==> src/rtl/memory_access_unit_pkg.sv <==
// memory_access_unit_pkg
//   Shared ISA constants and helpers for the MEM-stage load/store unit:
//   - MIPS load/store opcodes and instruction field extractors
//   - access-size codes and LSU FSM state encodings
//   - opcode decoder returning access size and direction
package memory_access_unit_pkg;

   localparam logic [5:0] OPC_LB  = 6'h20;
   localparam logic [5:0] OPC_LH  = 6'h21;
   localparam logic [5:0] OPC_LW  = 6'h23;
   localparam logic [5:0] OPC_LBU = 6'h24;
   localparam logic [5:0] OPC_LHU = 6'h25;
   localparam logic [5:0] OPC_SB  = 6'h28;
   localparam logic [5:0] OPC_SH  = 6'h29;
   localparam logic [5:0] OPC_SW  = 6'h2B;

   typedef enum logic [1:0] {
      SIZE_B = 2'd0,
      SIZE_H = 2'd1,
      SIZE_W = 2'd2
   } size_e;

   typedef enum logic [1:0] {
      LSU_IDLE    = 2'd0,
      LSU_REQUEST = 2'd1,
      LSU_DONE    = 2'd2
   } lsu_state_e;

   typedef struct packed {
      logic  is_mem;
      logic  is_store;
      size_e size;
   } mem_dec_t;

   function automatic logic [5:0] get_opc(input logic [31:0] instr);
      return instr[31:26];
   endfunction

   function automatic logic [4:0] get_rt(input logic [31:0] instr);
      return instr[20:16];
   endfunction

   function automatic mem_dec_t decode_mem(input logic [5:0] opc);
      mem_dec_t d;
      d = '{is_mem: 1'b1, is_store: 1'b0, size: SIZE_W};
      case (opc)
         OPC_LB, OPC_LBU: d.size = SIZE_B;
         OPC_LH, OPC_LHU: d.size = SIZE_H;
         OPC_LW:          d.size = SIZE_W;
         OPC_SB:          begin d.size = SIZE_B; d.is_store = 1'b1; end
         OPC_SH:          begin d.size = SIZE_H; d.is_store = 1'b1; end
         OPC_SW:          begin d.size = SIZE_W; d.is_store = 1'b1; end
         default:         d.is_mem = 1'b0;
      endcase
      return d;
   endfunction

endpackage

==> src/rtl/memory_access_unit_if.sv <==
// memory_access_unit_if
//   Word-wide valid/ready data-memory bus.
//   master (LSU): memReq, memWe, memAddr, memBe, memWData out; memReady, memRData in
//   slave (memory): the reverse
interface memory_access_unit_if #(
   parameter int ADDR_WIDTH = 32
);
   logic                  memReq;
   logic                  memWe;
   logic [ADDR_WIDTH-1:0] memAddr;
   logic [3:0]            memBe;
   logic [31:0]           memWData;
   logic                  memReady;
   logic [31:0]           memRData;

   modport master (
      output memReq, memWe, memAddr, memBe, memWData,
      input  memReady, memRData
   );

   modport slave (
      input  memReq, memWe, memAddr, memBe, memWData,
      output memReady, memRData
   );
endinterface

==> src/rtl/memory_access_unit_lane_align.sv <==
// memory_access_unit_lane_align
//   Combinational byte-lane logic for one access.
//   i_size, i_offset        : access size and byte offset within the word
//   i_storeData, i_memRData : store operand and raw read word
//   o_memBe                 : byte lanes touched
//   o_wData                 : store data replicated across lanes
//   o_rData                 : read word shifted so the accessed bytes sit at bit 0
//   o_misaligned            : offset not a multiple of the access size
module memory_access_unit_lane_align
   import memory_access_unit_pkg::*;
(
   input  size_e       i_size,
   input  logic [1:0]  i_offset,
   input  logic [31:0] i_storeData,
   input  logic [31:0] i_memRData,
   output logic [3:0]  o_memBe,
   output logic [31:0] o_wData,
   output logic [31:0] o_rData,
   output logic        o_misaligned
);

   always_comb begin
      o_memBe      = 4'b1111;
      o_wData      = i_storeData;
      o_misaligned = 1'b0;
      case (i_size)
         SIZE_B: begin
            o_memBe = 4'b0001 << i_offset;
            o_wData = {4{i_storeData[7:0]}};
         end
         SIZE_H: begin
            o_memBe      = i_offset[1] ? 4'b1100 : 4'b0011;
            o_wData      = {2{i_storeData[15:0]}};
            o_misaligned = i_offset[0];
         end
         default: begin
            o_misaligned = |i_offset;
         end
      endcase
   end

   // Zeros shift in from the top; sign/zero extension happens downstream.
   assign o_rData = i_memRData >> {i_offset, 3'b000};

endmodule

==> src/rtl/memory_access_unit.sv <==
// memory_access_unit
//   MEM-stage load/store unit: turns a load/store into one bus transaction
//   and stalls the pipeline until it completes.
//   clk, resetN  : clock, asynchronous active-low reset
//   issue        : valid instruction in MEM
//   instruction  : MEM-stage instruction (opcode decoded here)
//   aluOut       : effective address
//   storeData    : rt value for stores
//   bus          : data-memory bus (master side, outputs registered)
//   memoryOut    : right-aligned load data, held until the next load completes
//   stall        : freeze IF..MEM
//   done         : one-cycle pulse when an access finishes
//   addrError    : misaligned access seen in IDLE (combinational)
module memory_access_unit
   import memory_access_unit_pkg::*;
#(
   parameter int ADDR_WIDTH = 32
) (
   input  logic                  clk,
   input  logic                  resetN,
   input  logic                  issue,
   input  logic [31:0]           instruction,
   input  logic [ADDR_WIDTH-1:0] aluOut,
   input  logic [31:0]           storeData,
   memory_access_unit_if.master  bus,
   output logic [31:0]           memoryOut,
   output logic                  stall,
   output logic                  done,
   output logic                  addrError
);

   lsu_state_e            r_state, w_nxt;
   logic                  r_memReq, r_memWe;
   logic [ADDR_WIDTH-1:0] r_memAddr;
   logic [3:0]            r_memBe;
   logic [31:0]           r_memWData, r_memoryOut;
   logic [1:0]            r_offset;
   size_e                 r_size;

   mem_dec_t              w_dec;
   logic                  w_memOp, w_mis, w_start, w_idle;
   size_e                 w_size;
   logic [1:0]            w_off;
   logic [3:0]            w_be;
   logic [31:0]           w_wData, w_rData;

   assign w_dec   = decode_mem(get_opc(instruction));
   assign w_memOp = issue && w_dec.is_mem;
   assign w_idle  = (r_state == LSU_IDLE);

   // In IDLE the lane logic looks at the incoming instruction; once captured
   // it works from the registered size/offset so later input changes are ignored.
   assign w_size  = w_idle ? w_dec.size  : r_size;
   assign w_off   = w_idle ? aluOut[1:0] : r_offset;
   assign w_start = w_memOp && !w_mis;

   memory_access_unit_lane_align u_lane (
      .i_size       (w_size),
      .i_offset     (w_off),
      .i_storeData  (storeData),
      .i_memRData   (bus.memRData),
      .o_memBe      (w_be),
      .o_wData      (w_wData),
      .o_rData      (w_rData),
      .o_misaligned (w_mis)
   );

   always_comb begin
      w_nxt = r_state;
      case (r_state)
         LSU_IDLE:    if (w_start) w_nxt = LSU_REQUEST;
         LSU_REQUEST: if (r_memReq && bus.memReady) w_nxt = LSU_DONE;
         LSU_DONE:    w_nxt = LSU_IDLE;
         default:     w_nxt = LSU_IDLE;
      endcase
   end

   always_ff @(posedge clk or negedge resetN) begin
      if (!resetN) begin
         r_state     <= LSU_IDLE;
         r_memReq    <= 1'b0;
         r_memWe     <= 1'b0;
         r_memAddr   <= '0;
         r_memBe     <= '0;
         r_memWData  <= '0;
         r_memoryOut <= '0;
         r_offset    <= '0;
         r_size      <= SIZE_B;
      end else begin
         r_state <= w_nxt;
         case (r_state)
            LSU_IDLE: if (w_start) begin
               r_memReq   <= 1'b1;
               r_memWe    <= w_dec.is_store;
               r_memAddr  <= {aluOut[ADDR_WIDTH-1:2], 2'b00};
               r_memBe    <= w_be;
               r_memWData <= w_dec.is_store ? w_wData : 32'h0;
               r_offset   <= aluOut[1:0];
               r_size     <= w_dec.size;
            end
            LSU_REQUEST: if (r_memReq && bus.memReady) begin
               r_memReq <= 1'b0;
               if (!r_memWe) r_memoryOut <= w_rData;
            end
            default: ;
         endcase
      end
   end

   assign bus.memReq   = r_memReq;
   assign bus.memWe    = r_memWe;
   assign bus.memAddr  = r_memAddr;
   assign bus.memBe    = r_memBe;
   assign bus.memWData = r_memWData;
   assign memoryOut    = r_memoryOut;

   assign stall     = (w_idle && w_start) || (r_state == LSU_REQUEST);
   assign done      = (r_state == LSU_DONE);
   assign addrError = w_memOp && w_mis && w_idle;

   // Only the opcode is decoded here; the rest of the word is pipeline payload.
   logic w_unused;
   assign w_unused = &{1'b0, instruction[25:0]};

endmodule

==> src/flat_wrapper.sv <==
// flat-port wrapper written by rule: the top's interface ports become plain ports
module memory_access_unit_flat import memory_access_unit_pkg::*;
#(
   parameter int ADDR_WIDTH = 32
)
  (clk, resetN, issue, instruction, aluOut, storeData, memoryOut, stall, done, addrError, bus_memReq, bus_memWe, bus_memAddr, bus_memBe, bus_memWData, bus_memReady, bus_memRData);
  memory_access_unit_if #(.ADDR_WIDTH(ADDR_WIDTH)) bus_i ();
  input  logic clk;
  input  logic resetN;
  input  logic issue;
  input  logic [31:0] instruction;
  input  logic [ADDR_WIDTH-1:0] aluOut;
  input  logic [31:0] storeData;
  output logic [31:0] memoryOut;
  output logic stall;
  output logic done;
  output logic addrError;
  output wire logic [$bits(bus_i.memReq)-1:0] bus_memReq;
  output wire logic [$bits(bus_i.memWe)-1:0] bus_memWe;
  output wire logic [$bits(bus_i.memAddr)-1:0] bus_memAddr;
  output wire logic [$bits(bus_i.memBe)-1:0] bus_memBe;
  output wire logic [$bits(bus_i.memWData)-1:0] bus_memWData;
  input wire logic [$bits(bus_i.memReady)-1:0] bus_memReady;
  input wire logic [$bits(bus_i.memRData)-1:0] bus_memRData;
  assign bus_memReq = bus_i.memReq;
  assign bus_memWe = bus_i.memWe;
  assign bus_memAddr = bus_i.memAddr;
  assign bus_memBe = bus_i.memBe;
  assign bus_memWData = bus_i.memWData;
  assign bus_i.memReady = bus_memReady;
  assign bus_i.memRData = bus_memRData;
  memory_access_unit #(.ADDR_WIDTH(ADDR_WIDTH)) u_core (.clk(clk), .resetN(resetN), .issue(issue), .instruction(instruction), .aluOut(aluOut), .storeData(storeData), .bus(bus_i), .memoryOut(memoryOut), .stall(stall), .done(done), .addrError(addrError));
endmodule
==> config.mk <==
export PLATFORM = sky130hd
export DESIGN_NAME = memory_access_unit_flat
export DESIGN_NICKNAME = d
export VERILOG_FILES = /design/src/rtl/memory_access_unit_pkg.sv /design/src/rtl/memory_access_unit_if.sv /design/src/rtl/memory_access_unit_lane_align.sv /design/src/rtl/memory_access_unit.sv /design/src/flat_wrapper.sv
export SDC_FILE = /design/constraint.sdc
export NUM_CORES = 1
export LEC_CHECK = 0
export CAP_MARGIN = 10
export CORE_ASPECT_RATIO = 1.1
export CORE_MARGIN = 10
export CORE_UTILIZATION = 30
export DETAILED_ROUTE_END_ITERATION = 7
export PLACE_DENSITY = 0.62
export SETUP_SLACK_MARGIN = 0.1
export SYNTH_ARGS = -nofsm -noshare
export SYNTH_HDL_FRONTEND = slang
export SYNTH_HIERARCHICAL = 1
export SYNTH_SLANG_ARGS = --single-unit
==> constraint.sdc <==
create_clock -name clk -period 5 [get_ports clk]
set_clock_uncertainty 0.1 [all_clocks]
set_input_delay 1 -clock clk [delete_from_list [all_inputs] [get_ports clk]]
set_output_delay 1 -clock clk [all_outputs]
set_load 0.01 [all_outputs]
==> out/metrics.csv <==
metric;value;unit
status;finished, final reports clean;
Layout Nets;775;
root buffer cell;clkbuf_16;
FF-to-FF Start;u_core/r_state[1];
global-route wire length before repair;26400;um
CP Launch Type;input pin;
Layout area overhead;46.0;%
initial core utilization;30.7;%
Hold Slack;0.406;ns
Worst VDD drop;0.158;mV
slew margin rel.;33.3;%
Setup violations, final;0;
antenna violations before repair;0;
post-CTS sizing;0;
Diodes inserted;0;
sequential-to-total area share from yosys stat;48.6;%
max-cap check violation count;0;
hold path depth;1;
sequential cell area;0.00265;sq mm
Total GRT Usage;14.1;%
CTS tree;done;
clk_lat worst skew;0.35;ns
clock-pin slew on the worst setup and hold paths;0.07;ns
Finished Layout Cells;886;
IO Count;237;
Switching Share;21.7;%
reg2reg setup slack;1.71;ns
CP endpoint kind;output port;
CTS max path bufs;2;
P_leak;3.96;nW
CP Launch Point;instruction[30];
Reg2Reg Depth;10;
cell area after layout;0.00797;sq mm
DIE HEIGHT;161;um
number of nets with antenna violations after routing;0;
Inst Count DP;870;
Final Max Slew Viols;0;
via/cell ratio;4.53;
period utilisation layout;87.4;%
Post-Syn Area;0.00546;sq mm
syn avg cell area;12.2;sq um
CTS H-tree depth;3;
setup ws final;0.631;ns
P_sw;0.381;mW
Critical Path AT;3.27;ns
Post-synth EDFFs;0;
actual slew at the worst max-slew pin;1.00;ns
CTS sink count;106;
initial DRC count;180;
largest net degree at the start of global routing;79;
power share of the combinational group;8.6;%
IO Port Bufs;208;
Int Pwr;1.38;mW
final hold viol count;0;
DP Wirelength;13000;um
placed cell areas;0.00765;sq mm
final WL;17000;um
achievable frequency;229;MHz
ys flop type;dfrtp_1;
Netlist cell types;33;
postcts setup bufs;0;
num rows;51;
CP Capture Point;addrError;
core area;0.0178;sq mm
CTS hold repair buffers;0;
fin crit period;4.37;ns
full die area;0.0240;sq mm
worst path required time;3.90;ns
share of layout cells above drive strength 1;19.0;%
DRC viols;0;
Clock Power Share;42.8;%
area of the multi-input gates;0.00240;sq mm
RSZ-0062 raised after global routing;no;
Pwr Density;221;mW/mm^2
Synth async-reset ratio;100;%
critical path type;input pin to output port;
number of global-route vias before repair;4540;
Synthesis Warnings;6;
Die W;149;um
Final Power;1.76;mW
crit path max fanout;4;
FF-to-FF End;u_core/bus.memBe[2];
filler cell count;1645;
1st-pass router iterations;4;
Inserted Clock Buffers;9;
DP Worst Slack;0.402;ns
grt ovf;0;
Tightest Hold Check Type;register to register;
setup TNS;0;ns
sequential share of power;48.7;%
Layout Utilization;44.7;%
GPL Wtd Cong;0.876;
WL/cell;19.2;um
Yosys reg bits;106;
cell count after synthesis;446;
vias;4016;
## flip-flops by register name (all words and copies together) (netlist names)
register / count
u_core/r_offset: 2
u_core/r_size: 2
u_core/bus.memReq: 1
u_core/bus.memWe: 1
u_core/memoryOut: 32
u_core/bus.memAddr: 30
u_core/bus.memWData: 32
u_core/bus.memBe: 4
u_core/r_state: 2
## critical path, stage by stage
cell and delay [ns]:
clkdlybuf4s50_1 0.42, nand2b_1 0.21, a211oi_1 0.21, buf_4 0.17
nand3_1 0.08, o21ai_1 0.13, a21oi_1 0.08, nor2_1 0.13
nand4_1 0.10, nor2b_1 0.13, clkdlybuf4s50_1 0.60
## area by class of cell
cell class	count	share of cell area [%]
Sequential cell	106	33.3
Multi-Input combinational cell	271	30.2
Timing Repair Buffer	219	27.1
Tap cell	238	3.74
Clock buffer	12	3.35
Inverter	36	1.71
Clock inverter	4	0.613
## power groups by stage
stage                     Clock [mW]  Combinational (mW)  Sequential, mW
after global placement             0               0.151           0.874
after detailed placement           0               0.152           0.874
final                          0.752               0.151           0.857
after CTS                      0.784               0.153           0.856
after global routing           0.822               0.164           0.856
after floorplan                    0              0.0376           0.874
## synth_stat cells, types with 4 or more instances
cell / count / area share (%)
dfrtp_1: 106 / 49
buf_4: 20 / 2.8
inv_1: 35 / 2.4
mux2_2: 63 / 13
nand2_1: 44 / 3.0
nand2b_1: 4 / 0.46
mux2i_1: 74 / 14
buf_6: 5 / 1.0
o21ai_0: 10 / 0.92
buf_2: 5 / 0.46
nor2_1: 12 / 0.83
o2bb2ai_1: 8 / 1.3
and2_1: 9 / 1.0
nor2b_1: 4 / 0.46
mux2_4: 23 / 6.3
## worst min path at each step
stage / startpoint / end
2_1_floorplan: u_core/r_offset[1] / u_core/r_offset[1]
4_1_cts: u_core/memoryOut[4] / u_core/memoryOut[4]
6_report: u_core/memoryOut[4] / u_core/memoryOut[4]
3_5_place_dp: u_core/memoryOut[4] / u_core/memoryOut[4]
5_1_grt: u_core/bus.memAddr[4] / u_core/bus.memAddr[4]
3_3_place_gp: u_core/memoryOut[4] / u_core/memoryOut[4]
## layout by cell type, fill, tap and decap left out, drive strengths merged, types with 4 or more instances in the layout
master,instances
and2,9
buf,12
clkbuf,12
clkdlybuf4s50,207
clkinv,4
dfrtp,106
inv,35
mux2,87
mux2i,74
nand2,44
nand2b,4
nor2,15
nor2b,5
o21ai,10
o2bb2ai,8
## kinds of logic (layout without fill, tap and decap cells)
group | after synthesis | count (layout) | share of synthesized area [%]
other cells | 1 | 2 | 0.0687
mux | 161 | 161 | 33.1
flops | 106 | 106 | 48.6
buf+inv | 70 | 271 | 7.52
compound gates | 26 | 26 | 3.30
simple gates | 82 | 82 | 7.40
## layer usage
metal / part of all wire (%) / up-vias / wire (um) / track usage [%]
met5: 0 / - / 0 / 0
met1: 41 / 1958 / 6920 / 16.1
met2: 47 / 163 / 8070 / 23.0
met4: 0.89 / 0 / 151 / 3.38
li1: - / 1886 / - / -
met3: 11 / 9 / 1900 / 6.88
Note: power is estimated with default switching activity, not from simulation.
